## src/rtl/mem_stage.sv

```systemverilog
// Memory stage: registers execute results, runs scalar/vector loads and stores
// over a req/gnt/rvalid data-memory port, stalls upstream while busy, and
// presents a registered writeback bundle.
module mem_stage #(
  parameter int REGI_BITS  = 4,
  parameter int MEMO_LINES = 64,
  parameter int VECT_SIZE  = 8,
  parameter int ELEM_SIZE  = 8,
  localparam int AW = $clog2(MEMO_LINES),
  localparam int LW = ELEM_SIZE * VECT_SIZE,
  localparam int EW = $clog2(VECT_SIZE)
) (
  input  logic                 clk_i,
  input  logic                 rst_i,
  input  logic                 ex_valid_i,
  output logic                 stall_o,
  input  logic [ELEM_SIZE-1:0] ialu_res_i,
  input  logic [LW-1:0]        valu_res_i,
  input  logic [1:0]           alu_flags_i,
  input  logic                 flag_update_i,
  input  logic                 mem_read_i,
  input  logic                 mem_write_i,
  input  logic                 mem_vec_i,
  input  logic [EW-1:0]        mem_elem_i,
  input  logic [ELEM_SIZE-1:0] st_int_i,
  input  logic [LW-1:0]        st_vec_i,
  input  logic                 wb_en_i,
  input  logic                 wb_vec_i,
  input  logic [REGI_BITS-1:0] rd_i,
  output logic                 dmem_req_o,
  output logic                 dmem_we_o,
  output logic [AW-1:0]        dmem_addr_o,
  output logic [VECT_SIZE-1:0] dmem_be_o,
  output logic [LW-1:0]        dmem_wdata_o,
  input  logic                 dmem_gnt_i,
  input  logic                 dmem_rvalid_i,
  input  logic [LW-1:0]        dmem_rdata_i,
  output logic                 wb_valid_o,
  output logic                 wb_vec_o,
  output logic [REGI_BITS-1:0] wb_rd_o,
  output logic [ELEM_SIZE-1:0] wb_int_o,
  output logic [LW-1:0]        wb_vec_data_o,
  output logic [1:0]           flags_o
);

  typedef enum logic [1:0] {IDLE, REQ, WAIT} state_e;

  state_e                 state_q, state_d;
  logic [AW-1:0]          addr_q, addr_d;
  logic [EW-1:0]          elem_q, elem_d;
  logic [ELEM_SIZE-1:0]   st_int_q, st_int_d;
  logic [LW-1:0]          st_vec_q, st_vec_d;
  logic                   is_wr_q, is_wr_d;
  logic                   is_vec_q, is_vec_d;
  logic                   pend_wb_q, pend_wb_d;
  logic                   wb_valid_q, wb_valid_d;
  logic                   wb_vec_q, wb_vec_d;
  logic [REGI_BITS-1:0]   wb_rd_q, wb_rd_d;
  logic [ELEM_SIZE-1:0]   wb_int_q, wb_int_d;
  logic [LW-1:0]          wb_vec_data_q, wb_vec_data_d;
  logic [1:0]             flags_q, flags_d;

  logic                   accept;
  logic                   mem_op;
  logic                   in_req;
  logic                   wr_act;
  logic [VECT_SIZE-1:0]   elem_onehot;
  logic [ELEM_SIZE-1:0]   rd_lane;

  assign accept      = ex_valid_i && (state_q == IDLE);
  assign mem_op      = mem_read_i || mem_write_i;
  assign in_req      = (state_q == REQ);
  assign wr_act      = in_req && is_wr_q;
  assign elem_onehot = {{(VECT_SIZE-1){1'b0}}, 1'b1} << elem_q;
  assign rd_lane     = dmem_rdata_i[elem_q*ELEM_SIZE +: ELEM_SIZE];

  // Memory port is driven only from registered request state so it holds steady until grant.
  assign stall_o      = (state_q != IDLE);
  assign dmem_req_o   = in_req;
  assign dmem_we_o    = wr_act;
  assign dmem_addr_o  = in_req ? addr_q : '0;
  assign dmem_be_o    = wr_act ? (is_vec_q ? {VECT_SIZE{1'b1}} : elem_onehot) : '0;
  assign dmem_wdata_o = wr_act ? (is_vec_q ? st_vec_q : {VECT_SIZE{st_int_q}}) : '0;

  assign wb_valid_o    = wb_valid_q;
  assign wb_vec_o      = wb_vec_q;
  assign wb_rd_o       = wb_rd_q;
  assign wb_int_o      = wb_int_q;
  assign wb_vec_data_o = wb_vec_data_q;
  assign flags_o       = flags_q;

  // Next-state: accept in IDLE, hold request until grant, capture load data on rvalid.
  always_comb begin
    state_d       = state_q;
    addr_d        = addr_q;
    elem_d        = elem_q;
    st_int_d      = st_int_q;
    st_vec_d      = st_vec_q;
    is_wr_d       = is_wr_q;
    is_vec_d      = is_vec_q;
    pend_wb_d     = pend_wb_q;
    wb_valid_d    = 1'b0;
    wb_vec_d      = wb_vec_q;
    wb_rd_d       = wb_rd_q;
    wb_int_d      = wb_int_q;
    wb_vec_data_d = wb_vec_data_q;
    flags_d       = flags_q;

    if (accept && flag_update_i) flags_d = alu_flags_i;

    case (state_q)
      IDLE: begin
        if (ex_valid_i) begin
          wb_vec_d = wb_vec_i;
          wb_rd_d  = rd_i;
          if (mem_op) begin
            addr_d    = ialu_res_i[AW-1:0];
            elem_d    = mem_elem_i;
            st_int_d  = st_int_i;
            st_vec_d  = st_vec_i;
            is_wr_d   = mem_write_i;
            is_vec_d  = mem_vec_i;
            pend_wb_d = wb_en_i;
            state_d   = REQ;
          end else begin
            wb_valid_d    = wb_en_i;
            wb_int_d      = ialu_res_i;
            wb_vec_data_d = valu_res_i;
          end
        end
      end
      REQ: begin
        if (dmem_gnt_i) state_d = is_wr_q ? IDLE : WAIT;
      end
      WAIT: begin
        if (dmem_rvalid_i) begin
          state_d       = IDLE;
          wb_valid_d    = pend_wb_q;
          wb_int_d      = rd_lane;
          wb_vec_data_d = dmem_rdata_i;
        end
      end
      default: state_d = IDLE;
    endcase
  end

  // State and output registers; reset aborts any in-flight access.
  always_ff @(posedge clk_i or negedge rst_i) begin
    if (!rst_i) begin
      state_q       <= IDLE;
      addr_q        <= '0;
      elem_q        <= '0;
      st_int_q      <= '0;
      st_vec_q      <= '0;
      is_wr_q       <= 1'b0;
      is_vec_q      <= 1'b0;
      pend_wb_q     <= 1'b0;
      wb_valid_q    <= 1'b0;
      wb_vec_q      <= 1'b0;
      wb_rd_q       <= '0;
      wb_int_q      <= '0;
      wb_vec_data_q <= '0;
      flags_q       <= 2'b00;
    end else begin
      state_q       <= state_d;
      addr_q        <= addr_d;
      elem_q        <= elem_d;
      st_int_q      <= st_int_d;
      st_vec_q      <= st_vec_d;
      is_wr_q       <= is_wr_d;
      is_vec_q      <= is_vec_d;
      pend_wb_q     <= pend_wb_d;
      wb_valid_q    <= wb_valid_d;
      wb_vec_q      <= wb_vec_d;
      wb_rd_q       <= wb_rd_d;
      wb_int_q      <= wb_int_d;
      wb_vec_data_q <= wb_vec_data_d;
      flags_q       <= flags_d;
    end
  end

endmodule

```

## config.mk

```make
export PLATFORM = sky130hd
export DESIGN_NAME = mem_stage
export DESIGN_NICKNAME = d
export VERILOG_FILES = /design/src/rtl/mem_stage.sv
export SDC_FILE = /design/constraint.sdc
export NUM_CORES = 1
export LEC_CHECK = 0
export BUFFER_PORTS_ARGS = -buffer_cell sky130_fd_sc_hd__buf_4
export CORE_AREA = 2 2 151 153
export DETAILED_ROUTE_END_ITERATION = 10
export DIE_AREA = 0 0 153 155
export PLACE_DENSITY = 0.78
export SLEW_MARGIN = 25
export SYNTH_ARGS = -nofsm -noshare
export SYNTH_HDL_FRONTEND = slang
export SYNTH_SLANG_ARGS = --single-unit
```

## constraint.sdc

```tcl
create_clock -name clk_i -period 1.97 [get_ports clk_i]
set_input_delay 0.2955 -clock clk_i [delete_from_list [all_inputs] [get_ports clk_i]]
set_output_delay 0.2955 -clock clk_i [all_outputs]
set_load 0.03 [all_outputs]
```

After elaboration in Yosys (flattened, before gate mapping). Index checks and enable logic that the tools add are counted. Widths: inputs -> output; s select.

Bits in registers: 166. Bits of input ports: 228. Output and inout bits: 161. Logic and storage cells: 57.

Reduce and logical (&&, ||, !) cells: 11. Equal/unequal tests: 7. Mux-type cells: 23. Shift operators: 2.

Operators with widths (number): $mux 64 (5); $pmux 64 s2 (1); $shiftx 64x7->8 (1); $mux 8 (5); $pmux 8 s2 (1); $mux 2 (5); $ne 2x2->1 const B (5); $reduce_and 4->1 (2); $shl 1x3->8 const A (1); $mux 6 (1); $pmux 2 s3 (1); $reduce_bool 2->1 (2); $logic_and 1x1->1 (3); $mux 1 (3); $reduce_and 3->1 (1); $eq 2x1->1 const B (1); $eq 2x2->1 const B (1); $logic_not 2->1 (1); $pmux 1 s2 (1); $reduce_and 2->1 (1); $logic_or 1x1->1 (1).

Depth between registers and ports, before layout.
Depth in word-level cells: 4. Mapped depth: 7. Gate-level depth less buffers: 4.

Worst setup path before layout. OpenSTA, ideal clock, no wires.

Path type: register -> output. Start: register state_q[0]. End: output port dmem_wdata_o[59]. Cell stages (with the launch flop): 6. Buffers on the path: 2. Slack: -0.281 ns. Required time: 1.674 ns. Arrival time: 1.956 ns. Cell sequence: dfrtp_1 -> nor2b_1 -> clkbuf_1 -> nand2_1 -> clkbuf_1 -> a21oi_1.

Cells in the longest elaborated chain, start to end: 3.

Ends and longest elaborated chain: start: declaration (line 48) `state_e state_q, state_d;`; start signal: assignment (line 165) `state_q <= state_d;`; $eq 2x1->1 (line 72) `assign in_req = (state_q == REQ);`; named net dmem_req_o (line 30) `output logic dmem_req_o,`; $logic_and 1x1->1 (line 73) `assign wr_act = in_req && is_wr_q;`; $mux 64 (line 83) `assign dmem_wdata_o = wr_act ? (is_vec_q ? st_vec_q : {VECT_SIZE{st_int_q}}) : '0;`; end: declaration (line 34) `output logic [LW-1:0] dmem_wdata_o,`.

The timed path passes the listed nets, and every way through them passes these cells.

Final worst setup path.
Start: register state_q[1]. End: output port dmem_wdata_o[7].

Cells in the longest elaborated chain, start to end: 3.

Ends and longest elaborated chain (line): $eq 2x1->1 (72); $logic_and 1x1->1 (73); $mux 64 (83).

Every way passes these cells.

==> results_dict.tcl <==
set metrics [dict create \
    hold_start "st_vec_i[59]" \
    violations "negative setup slack" \
    root_buffer "clkbuf_16" \
    coreArea_um2 22200 \
    ios 389 \
    regArea_um2 4160 \
    synth_edf_count 0 \
    syn_avg_cell_area_um2 10.7 \
    p_leak_nw 6.47 \
    synthFlopType "dfrtp_1" \
    r2r_setup_slack_ps 40 \
    cts_inserted_buffers 17 \
    antenna_cells 0 \
    tightest_slew_ps 478 \
    wire_per_inst_um 21.9 \
    min_to "st_vec_q[59]$_DFFE_PN0P_" \
    chipWidth_um 153 \
    drc 0 \
    synthArstFlopShare_pct 100 \
    antenna_found_initial 0 \
    final_nets 1408 \
    fmax_mhz 505 \
    via_per_inst 5.23 \
    crit_fanout 12 \
    ys_seq_area_share_pct 51.1 \
    worstPathArrival_ps 1680 \
    fillers 1830 \
    die_area_um2 23700 \
    grt_pass1_wl_um 45900 \
    max_slew_margin_pct 68.2 \
    setup_slack_ps -8.95 \
    ys_ff_latch 166 \
    num_vias 7727 \
    timing.final.crit_period_ps 1980 \
    outcome "finished with violations" \
    gp_congestion 0.896 \
    layout-drive-gt1-share_pct 57.0 \
    clock_sink_count 166 \
    first_pass_iters 5 \
    drv_cap 0 \
    synth_cells 761 \
    track_usage_pct 25.2 \
    multi_input_area_um2 4050 \
    syn_to_final_growth_pct 62.3 \
    setup_violations 6 \
    r2r_end "wb_int_o[0]$_DFFE_PN0P_" \
    first_global_vias 8087 \
    yosys-top-cells-count "166 x dfrtp_1, 147 x nand2_1, 95 x mux2_2" \
    rsz0062_at_grt "true" \
    io_buffers 388 \
    cp_data_required_time_ps 1670 \
    overflow 0 \
    clock_path_buffers 2 \
    dp_hpwl_um 23100 \
    htreeDepth 4 \
    r2r-start "state_q[1]$_DFFE_PN0P_" \
    period_share_pct 100 \
    initial_utilization_pct 36.5 \
    hold_violations 0 \
    synth_top_cell_area_share_pct 51.1 \
    drv_slew 0 \
    num_rows 55 \
    hold_path_class "primary input to flop" \
    hold_depth 2 \
    die-height_um 155 \
    ys_top_cells_by_area "dfrtp_1 51%, mux2_2 13%, mux2i_1 8.3%, nand2_1 6.8%, a21oi_1 5.1%" \
    syn_area_um2 8120 \
    antenna_left 0 \
    path_class "flop to primary output" \
    power-per-cell-area_nw_per_um2 1700 \
    synth_most_common_cell "dfrtp_1" \
    grt_max_degree 48 \
    path_clk_slew_ps 70 \
    syn_nets 989 \
    crit_path_end_kind "primary output" \
    synth.largest_area_cell "dfrtp_1" \
    routed_wl_um 32400 \
    dr.first_iter.drc_count 422 \
    finClkSkew_ps 8.63 \
    cts_tree "built" \
    vdd_drop_max_v 0.000913 \
    start_kind "flop" \
    ys_types 34 \
    hold_ws_ps 104 \
    ys_warn_count 0 \
    insertion_delay_ps 420 \
    reg2regPathDepth 6 \
    dpl_worst_slack_ps 86.2 \
]
==> metrics by stage <==
stage / util [%] / cell area (um2) / total power, mW / instances / TNS (ps)
finish: 59.3 / 13200 / 22.4 / 1477 / -24.3
CTS: 56.1 / 12500 / 21.2 / 1463 / -545
floorplan: - / 8140 / 12.6 / 761 / -2380
detailed placement: 52.2 / 11600 / 17.2 / 1423 / 0
global route: 59.3 / 13200 / 23.4 / 1477 / -3360
global placement: 52.2 / 11600 / 16.9 / 1423 / 0
==> sequential cells by signal, summed over array words and instances, names as in the netlist <==
| signal | count |
|---|---|
| wb_int_o | 8 |
| wb_valid_o | 1 |
| state_q | 2 |
| wb_rd_o | 4 |
| addr_q | 6 |
| st_vec_q | 64 |
| is_wr_q | 1 |
| elem_q | 3 |
| pend_wb_q | 1 |
| st_int_q | 8 |
| wb_vec_o | 1 |
| flags_o | 2 |
| is_vec_q | 1 |
| wb_vec_data_o | 64 |
==> cells in the final DEF, fill, tap and decap left out, types with 5 or more instances in the layout <==
master      instances
and2_1              6
o21ai_1            42
clkbuf_16          22
buf_6              75
mux2i_1            67
nand2_1           140
nor2_1             12
buf_12             13
o21ai_0            29
inv_1               5
dfrtp_1           162
buf_4             355
a21oi_2            59
mux2_2             95
mux4_2             10
clkinvlp_4          7
o21a_1              5
o22ai_1            11
a21oi_1            20
==> power by group <==
part           leakage (nW)  internal [mW]  switching (mW)
logic                  4.22           5.41            7.37
clock network         0.266           1.89            1.49
registers              1.98           5.08            1.11
total                  6.47           12.4            9.97
==> how the worst max path moves through the flow <==
stage                                               end  slack (ps)                    from  depth (start not counted)
after floorplan                            dmem_be_o[3]         -40  state_q[0]$_DFFE_PN0P_                          5
after global placement                 dmem_wdata_o[62]          80    is_vec_q$_DFFE_PN0P_                          4
after global routing                       dmem_be_o[2]         -90  state_q[1]$_DFFE_PN0P_                          5
after detailed placement  wb_vec_data_o[63]$_DFFE_PN0P_          90  state_q[1]$_DFFE_PN0P_                          5
after CTS                               dmem_wdata_o[6]         -40    is_vec_q$_DFFE_PN0P_                          4
final                                   dmem_wdata_o[7]          -9  state_q[1]$_DFFE_PN0P_                          5
==> logic make-up (layout without fill, tap and decap cells) <==
kind of cell | Yosys count | after routing | share of synthesized area (%)
buffers and inverters | 62 | 491 | 4.03
AO/OA/AOI/OAI | 176 | 178 | 11.4
flip-flops | 166 | 166 | 51.1
AND/OR/NAND/NOR | 185 | 185 | 9.24
multiplexers | 172 | 172 | 24.2
==> routing by layer <==
layer | vias up | part of all wire (%) | track usage, %
met5 | - | 0 | 0
met4 | 0 | 3.3 | 7.58
met3 | 66 | 8.8 | 7.58
met2 | 376 | 51 | 45.0
met1 | 3791 | 37 | 29.2
li1 | 3494 | - | -
==> area by class of cell <==
type                            count  share of cell area [%]
Tap cell                          285                    2.70
Multi-Input combinational cell    535                    30.7
Clock buffer                       19                    3.28
Timing Repair Buffer              453                    30.4
Clock inverter                     12                    1.11
Sequential cell                   166                    31.5
Inverter                            6                   0.199
Timing Repair inverter              1                  0.0569
==> worst max-delay path, stage by stage (launching register included) <==
cell       delay [ps]
dfrtp_1           410
nor2b_4           190
nand2_8           140
clkbuf_16         220
a21oi_2           150
buf_6             150
==> timing repair <==
action,4_1_cts,5_1_grt
buffers inserted,5,7
resized for setup,48,136
endpoints found under the hold margin,41,0
cloned,3,7
endpoints found under the setup margin,73,197
pin swaps,3,6
hold buffers,1,0
(Power assumes the default switching activity.)
